`config.mk`:
```
export PLATFORM = sky130hd
export DESIGN_NAME = wb_arbiter
export DESIGN_NICKNAME = d
export VERILOG_FILES = /design/src/rtl/processor_pkg.sv /design/src/rtl/wb_starve_counter.sv /design/src/rtl/wb_arbiter.sv
export SDC_FILE = /design/constraint.sdc
export NUM_CORES = 1
export LEC_CHECK = 0
export BUFFER_PORTS_ARGS = -buffer_cell sky130_fd_sc_hd__buf_2
export CAP_MARGIN = 40
export CORE_MARGIN = 2
export CORE_UTILIZATION = 27
export CTS_CLUSTER_DIAMETER = 30
export DETAILED_ROUTE_END_ITERATION = 8
export GPL_ROUTABILITY_DRIVEN = 0
export PLACE_DENSITY = 0.52
export SETUP_SLACK_MARGIN = 0.2
export SYNTH_ARGS = -nofsm -noshare
export SYNTH_HDL_FRONTEND = slang
export SYNTH_HIERARCHICAL = 1
export SYNTH_SLANG_ARGS = --single-unit
export TNS_END_PERCENT = 1
```
`constraint.sdc`:
```
create_clock -name clock -period 2.12 [get_ports clock]
set_input_delay 0.318 -clock clock [delete_from_list [all_inputs] [get_ports clock]]
set_output_delay 0.318 -clock clock [all_outputs]
set_load 0.02 [all_outputs]
```
`src/rtl/processor_pkg.sv`:
```
// Shared processor definitions: default datapath widths and the write-back
// arbiter priority states.
package processor_pkg;

  localparam int DATA_W_DEF     = 16;
  localparam int REG_ADDR_W_DEF = 4;
  localparam int WAIT_CNT_W     = 4;

  typedef enum logic {
    MEM_PRIO = 1'b0,
    ALU_PRIO = 1'b1
  } wbState_t;

endpackage

```
`src/rtl/wb_starve_counter.sv`:
```
// Counts consecutive cycles the ALU requester has been stalled, saturating at
// MAX_WAIT; sat flags the edge on which the count reaches MAX_WAIT.
module wb_starve_counter
  import processor_pkg::*;
#(
  parameter int MAX_WAIT = 3
) (
  input  logic clock,
  input  logic reset,
  input  logic inc,
  input  logic clr,
  output logic sat
);

  localparam logic [WAIT_CNT_W-1:0] MAX_CNT = WAIT_CNT_W'(MAX_WAIT);

  logic [WAIT_CNT_W-1:0] waitCnt;

  always_ff @(posedge clock or negedge reset) begin
    if (!reset) begin
      waitCnt <= '0;
    end else if (clr) begin
      // NOTE: non-blocking so every register samples pre-edge values regardless of statement order.
      waitCnt <= '0;
    end else if (inc && (waitCnt != MAX_CNT)) begin
      waitCnt <= waitCnt + WAIT_CNT_W'(1);
    end
  end

  // High when the coming edge leaves the count at MAX_WAIT.
  assign sat = inc && !clr && (waitCnt == (MAX_CNT - WAIT_CNT_W'(1)));

endmodule

```
`src/rtl/wb_arbiter.sv`:
```
// Register-file write-back arbiter between the memory-load and ALU result
// paths: memory has priority until the ALU has waited MAX_WAIT cycles.
module wb_arbiter
  import processor_pkg::*;
#(
  parameter int DATA_W     = DATA_W_DEF,
  parameter int REG_ADDR_W = REG_ADDR_W_DEF,
  parameter int MAX_WAIT   = 3
) (
  input  logic                  clock,
  input  logic                  reset,
  input  logic                  flush,
  input  logic                  mem_valid,
  input  logic [REG_ADDR_W-1:0] mem_rd,
  input  logic [DATA_W-1:0]     mem_data,
  output logic                  mem_ready,
  input  logic                  alu_valid,
  input  logic [REG_ADDR_W-1:0] alu_rd,
  input  logic [DATA_W-1:0]     alu_data,
  output logic                  alu_ready,
  output logic                  rf_we,
  output logic [REG_ADDR_W-1:0] rf_waddr,
  output logic [DATA_W-1:0]     rf_wdata,
  output logic                  alu_stall
);

  wbState_t state;
  wbState_t nextState;
  logic     memXfer;
  logic     aluXfer;
  logic     starveInc;
  logic     starveClr;
  logic     starveSat;

  always_comb begin
    // NOTE: defaults first so every path assigns each output; otherwise a latch is inferred.
    mem_ready = 1'b1;
    alu_ready = 1'b0;
    unique case (state)
      MEM_PRIO: alu_ready = !mem_valid && !flush;
      ALU_PRIO: begin
        alu_ready = !flush;
        mem_ready = !(alu_valid && !flush);
      end
    endcase
  end

  assign memXfer   = mem_valid && mem_ready;
  assign aluXfer   = alu_valid && alu_ready;
  assign alu_stall = alu_valid && !alu_ready;

  // An absent ALU request also restarts the count: the next one is a new wait.
  assign starveInc = alu_valid && !alu_ready && !flush;
  assign starveClr = flush || aluXfer || !alu_valid;

  wb_starve_counter #(
    .MAX_WAIT(MAX_WAIT)
  ) uStarve (
    .clock(clock),
    .reset(reset),
    .inc  (starveInc),
    .clr  (starveClr),
    .sat  (starveSat)
  );

  // ALU priority lasts exactly one cycle: it ends in a transfer, a flush or an idle ALU.
  always_comb begin
    nextState = state;
    unique case (state)
      MEM_PRIO: if (starveSat) nextState = ALU_PRIO;
      ALU_PRIO: nextState = MEM_PRIO;
    endcase
  end

  always_ff @(posedge clock or negedge reset) begin
    if (!reset) begin
      state    <= MEM_PRIO;
      rf_we    <= 1'b0;
      rf_waddr <= '0;
      rf_wdata <= '0;
    end else begin
      state <= nextState;
      // r0 is hardwired to zero, so its transfers complete without a write.
      rf_we <= (memXfer && (mem_rd != '0)) || (aluXfer && (alu_rd != '0));
      if (memXfer) begin
        rf_waddr <= mem_rd;
        rf_wdata <= mem_data;
      end else if (aluXfer) begin
        rf_waddr <= alu_rd;
        rf_wdata <= alu_data;
      end
    end
  end

endmodule

```
==> load_flow_metrics.sql <==
INSERT INTO impl_metrics (metric_group, metric, value, unit) VALUES
('sta', 'totalNegativeSetupSlack', '0', 'ns'),
('clock_network', 'cts_inserted_buffers', '3', ''),
('routing', 'detailroute.via_count', '1481', ''),
('die', 'core_area', '5850', 'um2'),
('routing', 'final_antenna_net_count', '0', ''),
('worst_setup_path', 'cp_data_required_time', '1.80', 'ns'),
('clock_network', 'post_cts.resized_instances', '0', ''),
('yosys', 'async_flop_share', '1.00', ''),
('sta', 'finalHoldViolations', '0', ''),
('clock_network', 'cts.path.max_buffers', '2', ''),
('routing', 'wirelength', '4.45', 'mm'),
('die', 'fp.dieW', '81.5', 'um'),
('cells_and_area', 'layout-drive-gt1-share', '0.398', ''),
('sta', 'post-route-worst-setup-slack', '0.449', 'ns'),
('clock_network', 'clk_transition_reported_paths', '0.10', 'ns'),
('yosys', 'post_synth_main_area_contributors', 'dfrtp_1 (40%), a211oi_1 (13%), and3b_1 (10%)', ''),
('global_route', 'first_global_vias', '1481', ''),
('clock_network', 'hold_buf_cts', '0', ''),
('clock_network', 'htree_levels', '1', ''),
('die', 'boundaryPins', '69', ''),
('yosys', 'synth_enable_flop_cells', '0', ''),
('min_path', 'min-delay-path-class', 'in -> async', ''),
('yosys', 'netlist_area', '1620', 'um2'),
('pwr', 'power.leakage', '1.09', 'nW'),
('sta', 'worst-slew-pin-transition', '0.635', 'ns'),
('run_status', 'status', 'completed', ''),
('clock_network', 'cts_tree', 'yes', ''),
('yosys', 'synthFlopType', 'dfrtp_1', ''),
('yosys', 'synth.ff_latch_count', '26', ''),
('sta', 'final.period_utilization', '0.788', ''),
('place', 'io_buffers', '68', ''),
('sta', 'worst_clock_skew', '0.00186', 'ns'),
('yosys', 'synthesis.nets', '217', ''),
('yosys', 'synth_top_area_share', '0.401', ''),
('cells_and_area', 'layoutNonFillerInstCount', '311', ''),
('die', 'die_h', '81.5', 'um'),
('yosys', 'synth_most_common_cell', 'a211oi_1', ''),
('global_route', 'globalRouteTotalUtil', '0.138', ''),
('yosys', 'synthesis.instances', '170', ''),
('yosys', 'synth.largest_area_cell', 'dfrtp_1', ''),
('sta', 'slew-limit-headroom', '0.577', ''),
('routing', 'drc_errors', '0', ''),
('sta', 'rsz_0062_raised_after_global_routing', 'false', ''),
('global_route', 'grt_antenna_before_repair', '0', ''),
('routing', 'routed_wire_length_per_instance', '14.3', 'um'),
('global_route', 'grt_start_max_net_pins', '27', ''),
('worst_setup_path', 'worst_setup_path_end_kind', 'primary output', ''),
('worst_setup_path', 'worstSetupStartpointType', 'flip-flop', ''),
('clock_network', 'cts.repair_timing.setup_buffer_count', '0', ''),
('yosys', 'synthesis_warnings', '6', ''),
('worst_setup_path', 'worstPathMaxFanout', '4', ''),
('global_route', 'overflow', '0', ''),
('yosys', 'ys_seq_area_frac', '0.401', ''),
('sta', 'period_minus_slack', '1.67', 'ns'),
('cells_and_area', 'post-route-util', '0.358', ''),
('yosys', 'synth.avg_cell_area', '9.54', 'um2'),
('die', 'starting_density', '0.277', ''),
('sta', 'setup_viol', '0', ''),
('routing', 'detail_route.vias_per_cell', '4.76', ''),
('routing', 'detailedRoute.firstIterationViolations', '106', ''),
('run', 'max-cap-violations', '0', ''),
('routing', 'drt_pre_antenna_iters', '4', ''),
('worst_setup_path', 'crit_arrival', '1.35', 'ns'),
('worst_setup_path', 'setup.worst_path.class', 'reg -> out', ''),
('cells_and_area', 'num-nets-final', '284', ''),
('clock_network', 'tritoncts_num_sinks', '26', ''),
('pwr', 'power_density', '566', 'nW/um2'),
('place', 'place_area', '2040', 'um2'),
('place', 'dpl.cell_count', '307', ''),
('place', 'place_worst_setup_slack', '0.548', 'ns'),
('cells_and_area', 'fin_area', '2090', 'um2'),
('worst_setup_path', 'worst-r2r-setup-slack', '0.55', 'ns'),
('die', 'fp.dieArea', '6640', 'um2'),
('sta', 'slew_viol_final', '0', ''),
('cells_and_area', 'n_antenna_cell', '0', ''),
('sta', 'fmaxAchievable', '0.599', 'GHz'),
('place', 'place.detailed.hpwl', '3.18', 'mm'),
('pwr', 'ir_drop', '0.000260', 'V'),
('clock_network', 'worst_skew_pair.late_latency', '0.28', 'ns'),
('cells_and_area', 'synthToLayoutAreaGrowth', '29.1', '%'),
('die', 'floorplan.rows', '28', ''),
('yosys', 'synth_top_cells_by_count', 'a211oi_1 (28), dfrtp_1 (26), nor2_1 (25), inv_1 (21), and3b_1 (19)', ''),
('yosys', 'yosys.cell_types.count', '28', ''),
('clock_network', 'clock-root-buffer', 'clkbuf_8', ''),
('global_route', 'grt_pass1_wl', '7.05', 'mm');
[area by class of cell]
cell class,count,area (um2)
Inverter,21,78.8
Sequential cell,26,651
Clock buffer,4,55.1
Tap cell,75,93.8
Multi-Input combinational cell,111,830
Fill cell,618,3760
Timing Repair Buffer,74,385
[worst max-delay path, cell delays in order, from the launching register on]
cell and delay, ns:
dfrtp_1 0.45, nor2b_1 0.23, nor2_1 0.11, nor2b_1 0.12, buf_2 0.17
[metal layers]
layer  vias to the layer above  part of all wire  GRT usage
met5                         -                 0          0
met4                         0             0.012     0.0441
met3                         7             0.050     0.0220
met2                        46              0.46      0.219
met1                       694              0.48      0.191
li1                        734                 -          -
[path summary, 6_finish.rpt]
path | end | cells past startpoint | startpoint
max | alu_stall | 4 | state$_DFF_PN0_
min | rf_waddr[2]$_DFFE_PN0P_ | 1 | reset
max reg2reg | uStarve/waitCnt[0]$_DFFE_PN0P_ | 5 | state$_DFF_PN0_
min reg2reg | state$_DFF_PN0_ | 1 | state$_DFF_PN0_
max in group asynchronous | rf_wdata[14]$_DFFE_PN0P_ | 1 | reset
min in group clock | rf_wdata[1]$_DFFE_PN0P_ | 3 | mem_data[1]
[kinds of logic after synthesis]
family	count (synthesis)	share of synthesized area
buffers and inverters	33	0.0872
AO/OA/AOI/OAI	43	0.229
XOR/XNOR	1	0.00540
flip-flops	26	0.401
adder cells (fa/ha/maj)	2	0.0154
multiplexers	3	0.0201
AND/OR/NAND/NOR	62	0.242
[per-stage QoR]
stage	power, mW	hold WS, ns
global placement	0.859	0.378
detailed placement	0.860	0.376
floorplan	0.729	0.0224
finish	1.19	0.0474
global route	1.26	0.0819
CTS	1.20	0.0678
[flip-flops by register name, indices dropped and copies added (netlist names)]
| name | count |
|---|---|
| rf_wdata | 16 |
| rf_waddr | 4 |
| uStarve/waitCnt | 4 |
| rf_we | 1 |
| state | 1 |
[cell usage in the layout, fill, tap and decap left out]
cell      synthesis  routed
nand2_1           3       3
ha_1              2       2
xor2_1            1       1
and3b_1          19      19
nand4_1           1       1
nor2b_1           4       4
a31oi_1           1       1
inv_1            21      21
clkbuf_8          0       4
mux2i_1           1       1
buf_2             2      68
nand2b_1          2       2
and2_4            1       1
nand3b_4          1       1
nor2_2            1       1
nor2_1           25      25
nand4b_1          1       1
nor4_1            2       2
buf_4             0       6
mux2_2            2       2
o32ai_1           1       1
a211oi_1         28      28
o21ai_0           1       1
a21boi_2          1       1
a21oi_1           1       1
dfrtp_1          26      26
a211oi_2         10      10
and4b_1           2       2
[where the power goes]
group	switching, mW	total, mW	internal, mW
clock	0.174	0.340	0.167
sequential	0.0223	0.557	0.535
combinational	0.168	0.288	0.120
total	0.364	1.19	0.821
(Power assumes the default switching activity.)
